**config.mk**
```make
export PLATFORM = sky130hd
export DESIGN_NAME = id_stage_pipe
export DESIGN_NICKNAME = d
export VERILOG_FILES = /design/src/rtl/id_stage_pipe.sv
export SDC_FILE = /design/constraint.sdc
export NUM_CORES = 1
export LEC_CHECK = 0
export BUFFER_PORTS_ARGS = -buffer_cell sky130_fd_sc_hd__buf_4
export CAP_MARGIN = 0
export CORE_MARGIN = 2
export CORE_UTILIZATION = 44
export DETAILED_ROUTE_END_ITERATION = 10
export PLACE_DENSITY = 0.74
export SKIP_CTS_REPAIR_TIMING = 1
export SYNTH_ARGS = -nofsm -noshare
export SYNTH_HDL_FRONTEND = slang
export SYNTH_SLANG_ARGS = --single-unit
export TNS_END_PERCENT = 10
```
**constraint.sdc**
```tcl
create_clock -name clk -period 3.7 [get_ports clk]
set_clock_uncertainty 0.15 [all_clocks]
set_input_delay 0.37 -clock clk [delete_from_list [all_inputs] [get_ports clk]]
set_output_delay 0.37 -clock clk [all_outputs]
set_load 0.01 [all_outputs]
```
**src/rtl/id_stage_pipe.sv**
```systemverilog
// RV32I decode stage fused with the ID/EX register as one elastic pipeline slot.
// Resolves operands with EX/MEM forwarding, stalls on load-use and flags illegal encodings.
module id_stage_pipe #(
    parameter int unsigned XLEN   = 32,
    parameter bit          FWD_EN = 1'b1,
    parameter bit          RV32E  = 1'b0
) (
    input  logic            clk,
    input  logic            rst,
    input  logic            flush_i,
    input  logic            in_valid_i,
    output logic            in_ready_o,
    input  logic [XLEN-1:0] inst_addr_i,
    input  logic [31:0]     inst_i,
    output logic [4:0]      rs1_addr_o,
    output logic [4:0]      rs2_addr_o,
    input  logic [XLEN-1:0] rs1_data_i,
    input  logic [XLEN-1:0] rs2_data_i,
    input  logic            ex_wen_i,
    input  logic [4:0]      ex_rd_i,
    input  logic [XLEN-1:0] ex_wdata_i,
    input  logic            ex_is_load_i,
    input  logic            mem_wen_i,
    input  logic [4:0]      mem_rd_i,
    input  logic [XLEN-1:0] mem_wdata_i,
    output logic            out_valid_o,
    input  logic            out_ready_i,
    output logic [XLEN-1:0] inst_addr_o,
    output logic [31:0]     inst_o,
    output logic [XLEN-1:0] op1_o,
    output logic [XLEN-1:0] op2_o,
    output logic [XLEN-1:0] imm_o,
    output logic [XLEN-1:0] rs2_val_o,
    output logic [4:0]      rd_addr_o,
    output logic            reg_wen_o,
    output logic            mem_ren_o,
    output logic            mem_wen_o,
    output logic            illegal_o
);

    localparam logic [6:0] OpcOpImm  = 7'b0010011;
    localparam logic [6:0] OpcOp     = 7'b0110011;
    localparam logic [6:0] OpcBranch = 7'b1100011;
    localparam logic [6:0] OpcJal    = 7'b1101111;
    localparam logic [6:0] OpcJalr   = 7'b1100111;
    localparam logic [6:0] OpcLui    = 7'b0110111;
    localparam logic [6:0] OpcAuipc  = 7'b0010111;
    localparam logic [6:0] OpcLoad   = 7'b0000011;
    localparam logic [6:0] OpcStore  = 7'b0100011;

    typedef struct packed {
        logic [XLEN-1:0] inst_addr;
        logic [31:0]     inst;
        logic [XLEN-1:0] op1;
        logic [XLEN-1:0] op2;
        logic [XLEN-1:0] imm;
        logic [XLEN-1:0] rs2_val;
        logic [4:0]      rd;
        logic            reg_wen;
        logic            mem_ren;
        logic            mem_wen;
        logic            illegal;
    } payload_t;

    logic [6:0]      opcode, funct7;
    logic [2:0]      funct3;
    logic [4:0]      rd, rs1, rs2;
    logic [XLEN-1:0] imm_i, imm_s, imm_b, imm_u, imm_j;
    logic            legal, rs1_use, rs2_use, wr_cls;
    logic            rv32e_bad, illegal, hazard, in_ready, accept;
    logic [4:0]      rs1_addr, rs2_addr;
    logic [XLEN-1:0] v1, v2;
    payload_t        dec, pay_d, pay_q;
    logic            out_valid_d, out_valid_q;

    assign opcode = inst_i[6:0];
    assign rd     = inst_i[11:7];
    assign funct3 = inst_i[14:12];
    assign rs1    = inst_i[19:15];
    assign rs2    = inst_i[24:20];
    assign funct7 = inst_i[31:25];

    assign imm_i = {{20{inst_i[31]}}, inst_i[31:20]};
    assign imm_s = {{20{inst_i[31]}}, inst_i[31:25], inst_i[11:7]};
    assign imm_b = {{19{inst_i[31]}}, inst_i[31], inst_i[7], inst_i[30:25], inst_i[11:8], 1'b0};
    assign imm_u = {inst_i[31:12], 12'b0};
    assign imm_j = {{11{inst_i[31]}}, inst_i[31], inst_i[19:12], inst_i[20], inst_i[30:21], 1'b0};

    always_comb begin
        legal   = 1'b0;
        rs1_use = 1'b0;
        rs2_use = 1'b0;
        wr_cls  = 1'b0;
        case (opcode)
            OpcOpImm: begin
                rs1_use = 1'b1;
                wr_cls  = 1'b1;
                case (funct3)
                    3'b001:  legal = (funct7 == 7'b0000000);
                    3'b101:  legal = (funct7 == 7'b0000000) || (funct7 == 7'b0100000);
                    default: legal = 1'b1;
                endcase
            end
            OpcOp: begin
                rs1_use = 1'b1;
                rs2_use = 1'b1;
                wr_cls  = 1'b1;
                legal   = (funct7 == 7'b0000000) ||
                          ((funct7 == 7'b0100000) && ((funct3 == 3'b000) || (funct3 == 3'b101)));
            end
            OpcBranch: begin
                rs1_use = 1'b1;
                rs2_use = 1'b1;
                legal   = (funct3 != 3'b010) && (funct3 != 3'b011);
            end
            OpcJal: begin
                wr_cls = 1'b1;
                legal  = 1'b1;
            end
            OpcJalr: begin
                rs1_use = 1'b1;
                wr_cls  = 1'b1;
                legal   = (funct3 == 3'b000);
            end
            OpcLui, OpcAuipc: begin
                wr_cls = 1'b1;
                legal  = 1'b1;
            end
            OpcLoad: begin
                rs1_use = 1'b1;
                wr_cls  = 1'b1;
                legal   = funct3 inside {3'b000, 3'b001, 3'b010, 3'b100, 3'b101};
            end
            OpcStore: begin
                rs1_use = 1'b1;
                rs2_use = 1'b1;
                legal   = funct3 inside {3'b000, 3'b001, 3'b010};
            end
            default: legal = 1'b0;
        endcase
    end

    assign rv32e_bad = RV32E && ((rs1_use && rs1[4]) || (rs2_use && rs2[4]) || (wr_cls && rd[4]));
    assign illegal   = ~legal | rv32e_bad;
    assign rs1_addr  = (rs1_use && !illegal) ? rs1 : 5'd0;
    assign rs2_addr  = (rs2_use && !illegal) ? rs2 : 5'd0;

    // EX beats MEM because it holds the younger write to the same register.
    always_comb begin
        if (rs1_addr == 5'd0)                                  v1 = '0;
        else if (FWD_EN && ex_wen_i && (ex_rd_i == rs1_addr))  v1 = ex_wdata_i;
        else if (FWD_EN && mem_wen_i && (mem_rd_i == rs1_addr)) v1 = mem_wdata_i;
        else                                                   v1 = rs1_data_i;
        if (rs2_addr == 5'd0)                                  v2 = '0;
        else if (FWD_EN && ex_wen_i && (ex_rd_i == rs2_addr))  v2 = ex_wdata_i;
        else if (FWD_EN && mem_wen_i && (mem_rd_i == rs2_addr)) v2 = mem_wdata_i;
        else                                                   v2 = rs2_data_i;
    end

    always_comb begin
        dec           = '0;
        dec.inst_addr = inst_addr_i;
        dec.inst      = inst_i;
        dec.rs2_val   = v2;
        case (opcode)
            OpcOpImm: begin
                dec.op1 = v1;
                dec.op2 = ((funct3 == 3'b001) || (funct3 == 3'b101)) ?
                          {{(XLEN-5){1'b0}}, rs2} : imm_i;
                dec.imm = imm_i;
            end
            OpcOp: begin
                dec.op1 = v1;
                dec.op2 = ((funct3 == 3'b001) || (funct3 == 3'b101)) ?
                          {{(XLEN-5){1'b0}}, v2[4:0]} : v2;
            end
            OpcBranch: begin
                dec.op1 = v1;
                dec.op2 = v2;
                dec.imm = imm_b;
            end
            OpcJal: begin
                dec.op1 = inst_addr_i;
                dec.op2 = imm_j;
                dec.imm = imm_j;
            end
            OpcJalr: begin
                dec.op1 = v1;
                dec.op2 = imm_i;
                dec.imm = imm_i;
            end
            OpcLui: begin
                dec.op1 = imm_u;
                dec.imm = imm_u;
            end
            OpcAuipc: begin
                dec.op1 = inst_addr_i;
                dec.op2 = imm_u;
                dec.imm = imm_u;
            end
            OpcLoad: begin
                dec.op1     = v1;
                dec.op2     = imm_i;
                dec.imm     = imm_i;
                dec.mem_ren = 1'b1;
            end
            OpcStore: begin
                dec.op1     = v1;
                dec.op2     = imm_s;
                dec.imm     = imm_s;
                dec.mem_wen = 1'b1;
            end
            default: ;
        endcase
        dec.reg_wen = wr_cls && (rd != 5'd0);
        dec.rd      = dec.reg_wen ? rd : 5'd0;
        if (illegal) begin
            dec           = '0;
            dec.inst_addr = inst_addr_i;
            dec.inst      = inst_i;
            dec.illegal   = 1'b1;
        end
    end

    // Checked regardless of FWD_EN: a load result never exists before MEM.
    assign hazard   = in_valid_i & ex_wen_i & ex_is_load_i & (ex_rd_i != 5'd0) &
                      ((ex_rd_i == rs1_addr) | (ex_rd_i == rs2_addr));
    assign in_ready = flush_i | (~hazard & (~out_valid_q | out_ready_i));
    assign accept   = in_valid_i & in_ready & ~flush_i;

    always_comb begin
        out_valid_d = out_valid_q;
        pay_d       = pay_q;
        if (flush_i) begin
            out_valid_d = 1'b0;
        end else if (accept) begin
            out_valid_d = 1'b1;
            pay_d       = dec;
        end else if (out_ready_i) begin
            out_valid_d = 1'b0;
        end
    end

    always_ff @(posedge clk or negedge rst) begin
        if (!rst) begin
            out_valid_q <= 1'b0;
            pay_q       <= '0;
        end else begin
            out_valid_q <= out_valid_d;
            pay_q       <= pay_d;
        end
    end

    assign in_ready_o  = in_ready;
    assign rs1_addr_o  = rs1_addr;
    assign rs2_addr_o  = rs2_addr;
    assign out_valid_o = out_valid_q;
    assign inst_addr_o = pay_q.inst_addr;
    assign inst_o      = pay_q.inst;
    assign op1_o       = pay_q.op1;
    assign op2_o       = pay_q.op2;
    assign imm_o       = pay_q.imm;
    assign rs2_val_o   = pay_q.rs2_val;
    assign rd_addr_o   = pay_q.rd;
    assign reg_wen_o   = pay_q.reg_wen;
    assign mem_ren_o   = pay_q.mem_ren;
    assign mem_wen_o   = pay_q.mem_wen;
    assign illegal_o   = pay_q.illegal;

endmodule

```
==> results of run 1 <==
-- sequential cells by signal, indices dropped and copies added (netlist names), 5 cells and up --
| signal | flops |
|---|---|
| op2_o | 32 |
| inst_o | 32 |
| op1_o | 32 |
| imm_o | 32 |
| rs2_val_o | 32 |
| inst_addr_o | 32 |
| rd_addr_o | 5 |
-- routing by layer --
metal,vias up,global-route usage,part of all wire
li1,5351,-,-
met1,5946,0.4769,0.38
met2,799,0.5942,0.46
met3,156,0.08202,0.10
met4,2,0.1555,0.048
met5,-,0,0.00024
-- logic make-up (layout without fill, tap and decap cells) --
logic type | after synthesis | in the layout
AO/OA/AOI/OAI | 421 | 421
AND/OR/NAND/NOR | 314 | 314
flip-flops | 202 | 202
buffers and inverters | 121 | 638
multiplexers | 82 | 82
XOR/XNOR | 12 | 12
other | 0 | 2
-- power by group through the flow --
stage / clock network [mW] / registers [mW] / logic, mW
floorplan: 0 / 2.53 / 0.426
global placement: 0 / 2.47 / 1.18
detailed placement: 0 / 2.47 / 1.19
CTS: 2.28 / 2.43 / 1.20
global route: 2.37 / 2.45 / 1.31
finish: 2.27 / 2.44 / 1.24
-- metrics by stage --
stage | std cells | instance area [µm²] | hold WS (ns) | utilization
after floorplan | 1152 | 11200 | -0.07559 | -
after global placement | 1920 | 15480 | 0.2631 | 0.6165
after detailed placement | 1920 | 15480 | 0.2650 | 0.6165
after CTS | 1960 | 16210 | -0.2744 | 0.6456
after global routing | 2000 | 16620 | 0.003495 | 0.6621
final | 2001 | 16630 | -0.003861 | 0.6622
-- final timing paths --
kind,startpoint,end,slack [ns]
worst max register to register,out_valid_o$_DFFE_PN0P_,reg_wen_o$_DFFE_PN0P_,1.05
worst min-delay path,inst_i[7],rd_addr_o[0]$_DFFE_PN0P_,-0.004
worst min register to register,rs2_val_o[9]$_DFFE_PN0P_,rs2_val_o[9]$_DFFE_PN0P_,0.33
max in group asynchronous,rst,rs2_val_o[30]$_DFFE_PN0P_,2.01
min in group asynchronous,rst,inst_addr_o[14]$_DFFE_PN0P_,0.29
worst max-delay path,inst_i[25],in_ready_o,0.003
-- area by class of cell --
class / count / area [µm²]
fillers: 2082 / 8482
multi-input cells: 829 / 5607
flip-flops and latches: 202 / 5055
repair buffers: 591 / 4790
clock buffers: 30 / 641.9
well taps: 330 / 412.9
clock inverters: 10 / 90.09
inverters: 7 / 26.28
diodes: 2 / 5.005
-- cell usage after synthesis (4+ instances only) --
library cell | n | share of area
a21oi_1 | 70 | 0.031
nor3_1 | 8 | 0.0036
xor2_1 | 4 | 0.0031
or2_2 | 6 | 0.0034
a32oi_1 | 4 | 0.0031
nand3_1 | 8 | 0.0036
a21o_1 | 13 | 0.0087
a31o_2 | 14 | 0.011
nand2_1 | 111 | 0.037
a22oi_1 | 23 | 0.015
dfrtp_1 | 202 | 0.45
o41ai_1 | 11 | 0.0086
a32o_1 | 7 | 0.0063
nand3b_1 | 7 | 0.0047
a31oi_1 | 16 | 0.0089
buf_6 | 11 | 0.011
and2_1 | 14 | 0.0078
mux2_2 | 61 | 0.061
nor4_1 | 8 | 0.0045
or3_1 | 4 | 0.0022
a31o_1 | 5 | 0.0039
o31ai_1 | 66 | 0.044
a221oi_1 | 32 | 0.025
nand2b_1 | 8 | 0.0045
inv_1 | 7 | 0.0023
buf_4 | 6 | 0.0040
xnor2_1 | 8 | 0.0063
nor2b_1 | 4 | 0.0022
o2bb2ai_1 | 7 | 0.0055
clkbuf_1 | 61 | 0.020
nor2_1 | 116 | 0.039
a22o_1 | 53 | 0.041
a221o_1 | 13 | 0.012
buf_2 | 33 | 0.015
a211oi_1 | 10 | 0.0067
mux2i_1 | 21 | 0.019
and3_1 | 6 | 0.0034
o21ai_0 | 52 | 0.023
==> results by group, run 1 <==
Power
  • Switching pwr: 1.668 mW
  • Clock power share: 0.381
  • Logic gate share of total power: 0.209
  • Total power: 5.945 mW
  • Pleak: 7.897 nW
  • Switching Fraction: 0.2806
  • Pwr dens: 357.6 nW/µm²
  • Sequential Power Share: 0.410
  • Internal power: 4.277 mW
  • Worst vdd ir: 0.3944 mV

Yosys
  • Adder-cell share of the synthesized area: 0
  • Post-synth EDFFs: 0
  • Net count after synthesis: 1362
  • Post-Synth XOR/XNOR Area: 0.009385
  • Post-synthesis mux area share: 0.08011
  • Sequential fraction of the synthesis area: 0.4514
  • Synth cell types: 69
  • Mapped Cells: 1152
  • Ys flop type: dfrtp_1
  • Avg Inst Size Synth: 9.721 µm²
  • Synth Area in Simple Gates: 0.1269
  • Largest family of logic cells by synthesized area: compound AO/OA/AOI/OAI gates
  • Post-synth design cell area: 11200 µm²
  • Yosys reg bits: 202
  • Ys async rst share: 1.000
  • Yosys warning count: 0
  • Compound-Gate Fraction of Synth Area: 0.2785

Worst setup path
  • CP Capture Type: output pin
  • Critical Path Max Stage Delay: 0.58 ns
  • Number of stages on the worst setup path: 12
  • CP Launch Type: input port
  • Max FO, Critical Path: 5
  • Cell chain of the critical path: buf_4 -> nor4_4 -> buf_4 -> a311oi_1 -> nor4_2 -> o31ai_2 -> or4_4 -> a22oi_4 -> buf_4 -> o21ai_0 -> o21a_1 -> buf_4
  • R2r worst-path depth: 7
  • Buf/Inv on CP: 4
  • Top delay family on crit path: simple AND/OR/NAND/NOR gates
  • CP Class: input port to output pin
  • Slowest CP cell: or4_4
  • CP arrival: 3.18 ns
  • Worst Path Required: 3.18 ns
  • Worst path most repeated cell: buf_4

Drt
  • Routed vias/inst: 6.124
  • Wire per inst: 25.44 µm
  • Routed Antenna Nets: 0
  • Vias: 12250
  • DR pass1 iterations: 6
  • Routed wire length: 50.91 mm
  • 1st-iter DRT viols: 1322
  • DRC: 0

GRT
  • Vias in the first global route: 12100
  • Largest net degree at the start of global routing: 84
  • Initial antenna violation count: 3
  • All-Layer GR Usage: 0.3677
  • First-pass GRT wire length: 73.95 mm
  • Total gr overflow: 0

STA
  • Final Hold Viols: 4
  • Final setup violating endpoints: 0
  • RSZ-0062 raised after global routing: true
  • Fin crit period: 3.697 ns
  • Final WS setup: 0.002810 ns
  • Slew margin rel.: 0.4259
  • Worst-margin pin slew: 0.8603 ns
  • Fin. max-slew vios: 0
  • WHS: -0.003861 ns
  • Period Utilization, post-route: 0.9992
  • Achievable clock frequency: 0.2705 GHz
  • Final setup TNS: 0 ns

Clocking
  • H-tree levels: 1
  • CTS tree: yes
  • # clock sinks: 202
  • Root Buffer: clkbuf_16
  • Clock Path Buffers: 3
  • CTS buffer count: 23
  • Worst-path clk slew: 0.07 ns
  • Worst skew pair latency: 0.53 ns

Min path
  • Hold Crit Depth: 2
  • Hold Crit Class: input port to register

Finish
  • Fin nets: 1864
  • Area growth from synthesis to layout: 48.48%
  • Commonest non-fill, non-tap cell in the layout: buf_4
  • Most frequent cells in the layout: buf_4 (532), dfrtp_1 (202), nor2_1 (115)
  • Share of layout cells above drive strength 1: 0.4152

Placement
  • Post-DP HPWL: 38.41 mm
  • Worst slack, placed: -0.4981 ns
  • Port Buffers: 422
  • Placer congestion estimate: 0.9834

Floorplanning
  • Initial Utilization: 0.4460
  • Chip height: 163.5 µm
  • Width of the die: 163.5 µm
  • Core footprint: 25110 µm²
  • IO Count: 423
  • Die area: 26740 µm²
  • Row count: 58

Outcome
  • Outcome: finished, violations left
  • Failing checks: hold timing

Flow run
  • Max-cap check violation count: 0
Power figures use the tool's default switching activity.
==> run 2: changes to the inputs <==
==> constraint.sdc (replaced) <==
create_clock -name clk -period 3.7 [get_ports clk]
set_clock_uncertainty 0.15 [all_clocks]
set_input_delay 0.185 -clock clk [delete_from_list [all_inputs] [get_ports clk]]
set_output_delay 0.185 -clock clk [all_outputs]
set_load 0.01 [all_outputs]
==> run 2 against run 1 <==
  * The flow still finishes with violations (hold timing)
  * Hold slack worse by 0.041 ns
  * Register-to-register slack gained 0.22 ns
  * Count of clock-buffer cells in the layout increased by 6
  * Final area is 3.7% higher
  * Flip-flop and latch count unchanged
  * Global-route usage fell by 0.28 points
  * First-iteration DRC count grew 39%
  * Wire length is 3.3% higher
  * Critical endpoint is now out_valid_o$_DFFE_PN0P_
  * Largest power group is now the clock network
==> results by group, run 2 (same netlist as run 1, synthesis figures left out) <==
Finish
  • Fin cells: 2047 (+2.3%)
  • Commonest non-fill, non-tap cell in the layout: buf_4
  • Share of layout cells above drive strength 1: 0.3673 (-0.04787)
  • Area growth from synthesis to layout: 53.91%
  • Finished Cell Area: 17240 µm² (+3.7%)
  • Fin nets: 1908 (+2.4%)
  • Most frequent cells in the layout: buf_4 (475), dfrtp_1 (202), dlygate4sd3_1 (141)

Placement
  • Post-DP HPWL: 36.98 mm (-3.7%)
  • Port Buffers: 422 (unchanged)
  • Area post-placement: 15000 µm² (-3.1%)
  • DP Cell Count: 1861 (-3.1%)
  • Worst slack, placed: 0.05349 ns (+0.5516 ns)
  • Placer congestion estimate: 0.9798 (-0.37%)

GRT
  • Vias in the first global route: 11710 (-3.3%)
  • First-pass GRT wire length: 73.52 mm (-0.59%)
  • All-Layer GR Usage: 0.3649 (-0.002787)
  • Initial antenna violation count: 2 (-1)
  • Largest net degree at the start of global routing: 111 (+32%)
  • Total gr overflow: 0 (unchanged)

Min path
  • Hold Crit Class: input port to register
  • Hold Crit Depth: 4 (+2)

STA
  • Final setup TNS: 0 ns (unchanged)
  • WHS: -0.04452 ns (-0.04066 ns)
  • Worst-margin pin slew: 0.9067 ns (+0.04644 ns)
  • Slew margin rel.: 0.3933 (-0.03258)
  • Achievable clock frequency: 0.2812 GHz (+4.0%)
  • Final Hold Viols: 7 (+3)
  • Fin crit period: 3.556 ns (-0.1413 ns)
  • Final WS setup: 0.1441 ns (+0.1413 ns)
  • Fin. max-slew vios: 0 (unchanged)
  • Period Utilization, post-route: 0.9611 (-0.03819)
  • Final setup violating endpoints: 0 (unchanged)

Drt
  • 1st-iter DRT viols: 1834 (+39%)
  • DRC: 0 (unchanged)
  • Routed Antenna Nets: 0 (unchanged)
  • Vias: 12690 (+3.6%)
  • Wire per inst: 25.70 µm (+1.0%)
  • Routed vias/inst: 6.199 (+1.2%)
  • Routed wire length: 52.61 mm (+3.3%)
  • DR pass1 iterations: 5 (-1)

Power
  • Pleak: 8.074 nW (+2.2%)
  • Pwr dens: 361.5 nW/µm² (+1.1%)
  • Worst vdd ir: 0.3290 mV (-17%)

Worst setup path
  • CP Class: input port to register
  • R2r worst-path depth: 8 (+1)
  • Worst Path Required: 3.95 ns (+0.77 ns)
  • Buf/Inv on CP: 5 (+1)
  • Slowest CP cell: dlygate4sd3_1
  • CP Launch Type: input port
  • CP Capture Type: register
  • Critical Path Max Stage Delay: 0.57 ns (about the same)
  • Max FO, Critical Path: 33 (+28)
  • CP arrival: 3.80 ns (+0.62 ns)
  • Cell chain of the critical path: dlygate4sd3_1 -> buf_4 -> or3b_2 -> a211o_1 -> a311oi_1 -> o211ai_1 -> mux2i_1 -> buf_4 -> or2_0 -> o22a_4 -> buf_12 -> o21ai_0 -> dlygate4sd3_1
  • Top delay family on crit path: buffers and inverters
  • Number of stages on the worst setup path: 13 (+1)

Flow run
  • Max-cap check violation count: 0 (unchanged)

Outcome
  • Outcome: finished, violations left
  • Failing checks: hold timing

Floorplanning
  • IO Count: 423 (unchanged)
  • Chip height: 163.5 µm (unchanged)
  • Row count: 58 (unchanged)
  • Initial Utilization: 0.4460 (unchanged)
  • Die area: 26740 µm² (unchanged)
  • Width of the die: 163.5 µm (unchanged)
  • Core footprint: 25110 µm² (unchanged)

Clocking
  • CTS tree: yes
  • CTS buffer count: 24 (+4.3%)
  • Worst skew pair latency: 0.52 ns (about the same)
  • Clock Path Buffers: 3 (unchanged)
  • H-tree levels: 1 (unchanged)
  • # clock sinks: 202 (unchanged)
  • Root Buffer: clkbuf_16
  • Worst-path clk slew: 0.06 ns (about the same)
[run 2: changes by cell type in the layout (fill, tap and decap cells not counted), sizes merged]
cell	before	now
dlygate4sd3	38	141
clkinvlp	3	0
buf	553	493
bufinv	1	3
inv	9	7
clkbuf	30	36
[run 2: power breakdown]
part	switching (mW)	leakage, nW	internal (mW)
Clock	0.974	0.401	1.51
Sequential	0.0868	2.67	2.35
Combinational	0.640	5.00	0.668
[run 2: layer usage]
| metal | GRT usage | vias to the layer above | routed length [µm] |
|---|---|---|---|
| met5 | 0 | - | 16 |
| met4 | 0.1703 | 2 | 2921 |
| met3 | 0.07770 | 211 | 5661 |
| met2 | 0.5729 | 944 | 24200 |
| met1 | 0.4833 | 6106 | 19820 |
| li1 | - | 5427 | - |
[run 2: tightest hold or removal path: cells and delay by family]
kind / cells / cell delay [ns]
AO/OA/AOI/OAI: 2 / 0.21
multiplexers: 1 / 0.08
buffers and inverters: 1 / 0.12
[run 2: worst paths after layout]
check	startpoint	to	slack, ns
min in group asynchronous	rst	inst_addr_o[14]$_DFFE_PN0P_	0.16
max in group asynchronous	rst	op1_o[1]$_DFFE_PN0P_	2.27
worst max register to register	out_valid_o$_DFFE_PN0P_	op1_o[15]$_DFFE_PN0P_	1.27
worst min register to register	imm_o[19]$_DFFE_PN0P_	imm_o[19]$_DFFE_PN0P_	0.33
worst min-delay path	inst_i[26]	op1_o[26]$_DFFE_PN0P_	-0.04
worst max-delay path	inst_i[21]	out_valid_o$_DFFE_PN0P_	0.14
[run 2: per-stage QoR]
step	total power, mW	utilization
2_1_floorplan	2.955	-
3_3_place_gp	3.606	0.5973
3_5_place_dp	3.628	0.5973
4_1_cts	6.074	0.6300
5_1_grt	6.417	0.6863
6_report	6.231	0.6864
[run 2: layout make-up]
cell class              count  area (µm²)
clock inverters             7       125.1
multi-input cells         829        5583
fillers                  1936        7874
diodes                      2       5.005
flip-flops and latches    202        5055
clock buffers              36       695.7
well taps                 330       412.9
repair buffers            634        5333
inverters                   7       26.28
